File: src/rtl/stream_priority_encoder.sv
// stream_priority_encoder
//   Pipelined first-set-bit encoder with a valid/ready input and a one-entry
//   registered output stage. It supports fixed LSB-first priority (ROTATE=0)
//   or a round-robin search (ROTATE=1) that starts at an internal pointer.
//   The pointer advances past the last selected bit.
//
// Parameters
//   WIDTH   request vector width (>= 2, any value)
//   ROTATE  0 = fixed priority, bit 0 highest; 1 = rotating start
//   PW      index width, $clog2(WIDTH) (local)
//
// Ports
//   clk        clock, rising edge
//   rst_n      asynchronous active-low reset
//   in_valid   in_req is valid this cycle
//   in_ready   block can accept in_req this cycle
//   in_req     request vector
//   out_valid  result registers hold a valid result
//   out_ready  downstream accepts the result this cycle
//   out_pos    index of the selected bit (0 when nothing is set)
//   out_found  1 if the accepted in_req had any bit set
//   out_onehot one-hot of out_pos, zero when not found (ONEHOT_OUT_EN only)
//
// Build option
//   ONEHOT_OUT_EN  adds the registered out_onehot port
module stream_priority_encoder #(
  parameter int WIDTH = 8,
  parameter int ROTATE = 0,
  localparam int PW = $clog2(WIDTH)
) (
  input  logic             clk,
  input  logic             rst_n,
  input  logic             in_valid,
  output logic             in_ready,
  input  logic [WIDTH-1:0] in_req,
  output logic             out_valid,
  input  logic             out_ready,
  output logic [PW-1:0]    out_pos,
  output logic             out_found
`ifdef ONEHOT_OUT_EN
  ,
  output logic [WIDTH-1:0] out_onehot
`endif
);

  logic          accept;
  logic [PW-1:0] ptr;
  logic [PW-1:0] enc_pos;
  logic          enc_found;
  logic [PW:0]   scan_sum;
  logic [PW-1:0] scan_idx;

  assign in_ready = !out_valid || out_ready;
  assign accept   = in_valid && in_ready;

  // Scan from ptr with explicit modulo-WIDTH wrap. The loop runs from the
  // farthest offset to the nearest, so the nearest set bit is written last
  // and wins. The sum is one bit wider than an index, so ptr + offset
  // (at most 2*WIDTH-2) cannot overflow before the wrap subtraction.
  // With ROTATE=0, ptr is tied to zero, so this is plain LSB-first priority.
  always_comb begin
    enc_pos   = '0;
    enc_found = 1'b0;
    scan_sum  = '0;
    scan_idx  = '0;
    for (int k = WIDTH - 1; k >= 0; k--) begin
      scan_sum = {1'b0, ptr} + (PW+1)'(k);
      if (scan_sum >= (PW+1)'(WIDTH))
        scan_sum = scan_sum - (PW+1)'(WIDTH);
      scan_idx = scan_sum[PW-1:0];
      if (in_req[scan_idx]) begin
        enc_pos   = scan_idx;
        enc_found = 1'b1;
      end
    end
  end

  generate
    if (ROTATE != 0) begin : g_rotate
      // The pointer moves only when a bit was actually selected.
      // An all-zero request leaves the search origin where it was.
      always_ff @(posedge clk or negedge rst_n) begin
        if (!rst_n)
          ptr <= '0;
        else if (accept && enc_found)
          ptr <= (enc_pos == PW'(WIDTH - 1)) ? '0 : enc_pos + 1'b1;
      end
    end else begin : g_fixed
      assign ptr = '0;
    end
  endgenerate

  always_ff @(posedge clk or negedge rst_n) begin
    if (!rst_n) begin
      out_valid <= 1'b0;
      out_pos   <= '0;
      out_found <= 1'b0;
    end else if (accept) begin
      out_valid <= 1'b1;
      out_pos   <= enc_pos;
      out_found <= enc_found;
    end else if (out_ready) begin
      // Drained with nothing new: data registers keep their last values.
      out_valid <= 1'b0;
    end
  end

`ifdef ONEHOT_OUT_EN
  always_ff @(posedge clk or negedge rst_n) begin
    if (!rst_n)
      out_onehot <= '0;
    else if (accept)
      out_onehot <= enc_found ? (WIDTH'(1) << enc_pos) : '0;
  end
`endif

endmodule

File: config.mk
export PLATFORM = sky130hd
export DESIGN_NAME = stream_priority_encoder
export DESIGN_NICKNAME = d
export VERILOG_FILES = /design/src/rtl/stream_priority_encoder.sv
export SDC_FILE = /design/constraint.sdc
export NUM_CORES = 1
export LEC_CHECK = 0
export CORE_AREA = 2 2 39 41
export DETAILED_ROUTE_END_ITERATION = 8
export DIE_AREA = 0 0 41 43
export PLACE_DENSITY = 0.56
export SYNTH_ARGS = -nofsm -noshare
export SYNTH_HDL_FRONTEND = slang
export SYNTH_SLANG_ARGS = --single-unit
File: constraint.sdc
create_clock -name clk -period 2.2 [get_ports clk]
set_clock_uncertainty 0.15 [all_clocks]
set_input_delay 0.55 -clock clk [delete_from_list [all_inputs] [get_ports clk]]
set_output_delay 0.55 -clock clk [all_outputs]
set_load 0.005 [all_outputs]
==> run summary <==
run status = complete, no violations
via count of the first global-routing pass = 257
Total Die Area = 1760 µm²
Core Rows = 14
pin count of the biggest net entering global routing = 9
#FFs+latches synth = 5
total congestion overflow after global routing = 0
delay-heaviest family, CP = buffers and inverters
worst hold path startpoint = out_found
most frequent standard cell in the layout excluding fill and tap cells = sky130_fd_sc_hd__clkdlybuf4s50_1
# Post-CTS Setup Buffers = 0
total DRC errors in the routed layout = 0
Hold Path Stages = 1
post-synthesis sequential area ratio = 49.0%
power share of the sequential group = 38.0%
setup repair after global routing missed its margin = false
part of the total power dissipated in combinational logic = 24.2%
Pins Over Slew Limit = 0
Internal = 0.000212 W
fraction of power consumed by the clock network = 37.8%
die outline height = 43 µm
most used cells in the layout excluding fill and tap cells = 16 x sky130_fd_sc_hd__clkdlybuf4s50_1, 5 x sky130_fd_sc_hd__dfrtp_1, 4 x sky130_fd_sc_hd__nor2_1
DRC violation total after the first TritonRoute iteration = 6
floorplan core area = 1380 µm²
final routed wirelength across all metal layers = 645 µm
overall power consumption = 0.000277 W
classification of the worst setup path = primary input to output pin
ordered cell list for the critical path = clkdlybuf4s50_1 -> nand2b_1 -> dlygate4sd2_1
net switching fraction of the power = 23.3%
maximum vdd ir drop = 0.000361 V
Final nets = 63
overall via count from detail_route = 287
area growth from synthesis to final layout = 87.3%
count of boundary I/O pins = 18
clock root buffer master = sky130_fd_sc_hd__clkbuf_4
reported net switching power = 0.0000644 W
Final Core Density = 34.5%
Routability Congestion = 0.683
initial antenna violation count = 0
Post-Layout Inst Area = 478 µm²
total placed instance area = 453 µm²
via/cell ratio = 4.35
Worst Reg-to-Reg Cells = 5
syn_area_per_cell = 9.12 µm²
mapped cell area = 255 µm²
final count of negative-setup-slack endpoints = 0
post-synth net total = 40
GRT Overall Usage = 8.97%
critical path capture point type = output pin
1st-pass router iterations = 4
wire length of the first global-routing pass = 972 µm
Num Clock Sinks = 5
worst hold path class = flip-flop to flip-flop
Critical Path Start Type = primary input
deepest level of the CTS H-tree = 1
slew of the pin with the lowest slew margin = 346 ps
leakage power total = 0.205 nW
number of buffer and inverter instances along the worst setup path = 2
part of the cycle the worst path needs = 93.0%
Fmax = 489 MHz
Clock Tree Buf Depth = 2
R2R Path End = out_pos[1]
flop2flop setup slack = 940 ps
fraction of final layout cells sized beyond drive strength 1 = 12.0%
input/output buffers = 17
final number of hold-violating endpoints = 0
terminating pin of the worst hold path = out_found
highest fanout seen on the critical path = 2
Min Clock Period, post-route = 2050 ps
clock latency of the later-clocked register in the worst-skew pair = 240 ps
post-route antenna net violation count = 0
largest stage delay on the critical path = 380 ps
power density over cell area = 579 nW/µm²
cts bufs inserted = 3
Arrival @ worst endpoint = 1350 ps
count of distinct cell types in the synthesized netlist = 13
Antenna diodes = 0
critical path required time = 1500 ps
number of instances in the synthesized netlist = 28
highest-delay cell along the critical path = sky130_fd_sc_hd__clkdlybuf4s50_1
Max-Slew Margin vs Limit = 76.8%
Synth Warn # = 0
clock tree from TritonCTS = built
width of the die = 41 µm
worst r2r src = out_valid
worst slack on hold paths = 320 ps
CTS clk-pin slew, worst paths = 40 ps
Max Cap Viol = 0
wire length per cell after detailed routing = 9.77 µm
starting utilization of the core area = 18.4%
[kinds of logic (layout without fill, tap and decap cells)]
family	count (synthesis)	after routing	share of synthesized area, %
AND/OR/NAND/NOR	11	11	20.1
flip-flops	5	5	49.0
buffers and inverters	2	24	2.94
AO/OA/AOI/OAI	10	10	27.9
[worst register-to-register path, delay by kind of cell, from the launching register on]
kind | cells | cell delay (ps)
AND/OR/NAND/NOR | 2 | 200
flip-flops | 1 | 360
buffers and inverters | 1 | 110
AO/OA/AOI/OAI | 2 | 380
[worst max path at each step]
stage | from | to | slack, ps | cells after the start
after CTS | out_ready | in_ready | 150 | 3
after global routing | out_ready | in_ready | 110 | 3
after detailed placement | out_ready | in_ready | -100 | 3
final | out_ready | in_ready | 150 | 3
after floorplan | out_ready | in_ready | 780 | 1
after global placement | out_ready | in_ready | -100 | 3
[per-stage QoR]
stage | TNS [ps] | std cells | setup slack [ps]
2_1_floorplan | 0 | 28 | 783
3_3_place_gp | -99.5 | 62 | -99.5
3_5_place_dp | -103 | 62 | -103
4_1_cts | 0 | 66 | 152
5_1_grt | 0 | 66 | 109
6_report | 0 | 66 | 154
[synth_stat cells]
library cell                count  area (µm²)
sky130_fd_sc_hd__a2111oi_2      1        15.0
sky130_fd_sc_hd__a21o_1         2        15.0
sky130_fd_sc_hd__a21oi_1        2        10.0
sky130_fd_sc_hd__a31oi_1        1        6.26
sky130_fd_sc_hd__dfrtp_1        5         125
sky130_fd_sc_hd__inv_1          2        7.51
sky130_fd_sc_hd__nand2_1        3        11.3
sky130_fd_sc_hd__nand2_2        1        6.26
sky130_fd_sc_hd__nand2b_1       2        12.5
sky130_fd_sc_hd__nor2_1         4        15.0
sky130_fd_sc_hd__nor4_1         1        6.26
sky130_fd_sc_hd__o21ai_1        2        10.0
sky130_fd_sc_hd__o31ai_1        2        15.0
[metal layers]
| layer | up-vias | part of all wire, % | wire [µm] | track usage, % |
|---|---|---|---|---|
| met3 | 2 | 7.8 | 50 | 6.28 |
| met5 | - | 0 | 0 | 0 |
| met2 | 11 | 46 | 298 | 12.5 |
| met1 | 130 | 45 | 288 | 9.12 |
| li1 | 144 | - | - | - |
| met4 | 0 | 1.2 | 8 | 6.00 |
[layout make-up]
cell class | count | area [µm²]
Clock buffer | 4 | 26.3
Fill cell | 152 | 906
Inverter | 2 | 7.51
Multi-Input combinational cell | 21 | 123
Sequential cell | 5 | 125
Tap cell | 16 | 20.0
Timing Repair Buffer | 18 | 176
[timing repair]
action	CTS	global route
hold buffers	0	0
gates resized for setup	1	0
setup endpoints to repair	1	0
[power groups by stage]
stage | logic [W] | clock network (W) | registers (W)
finish | 0.0000668 | 0.000105 | 0.000105
global route | 0.0000727 | 0.000118 | 0.000106
CTS | 0.0000678 | 0.000111 | 0.000105
detailed placement | 0.0000683 | 0 | 0.000107
global placement | 0.0000689 | 0 | 0.000106
floorplan | 0.0000180 | 0 | 0.000107
[registers in the layout, indices dropped and copies added (netlist names)]
signal / cells
out_found: 1
out_pos: 3
out_valid: 1
Power figures use the tool's default switching activity.
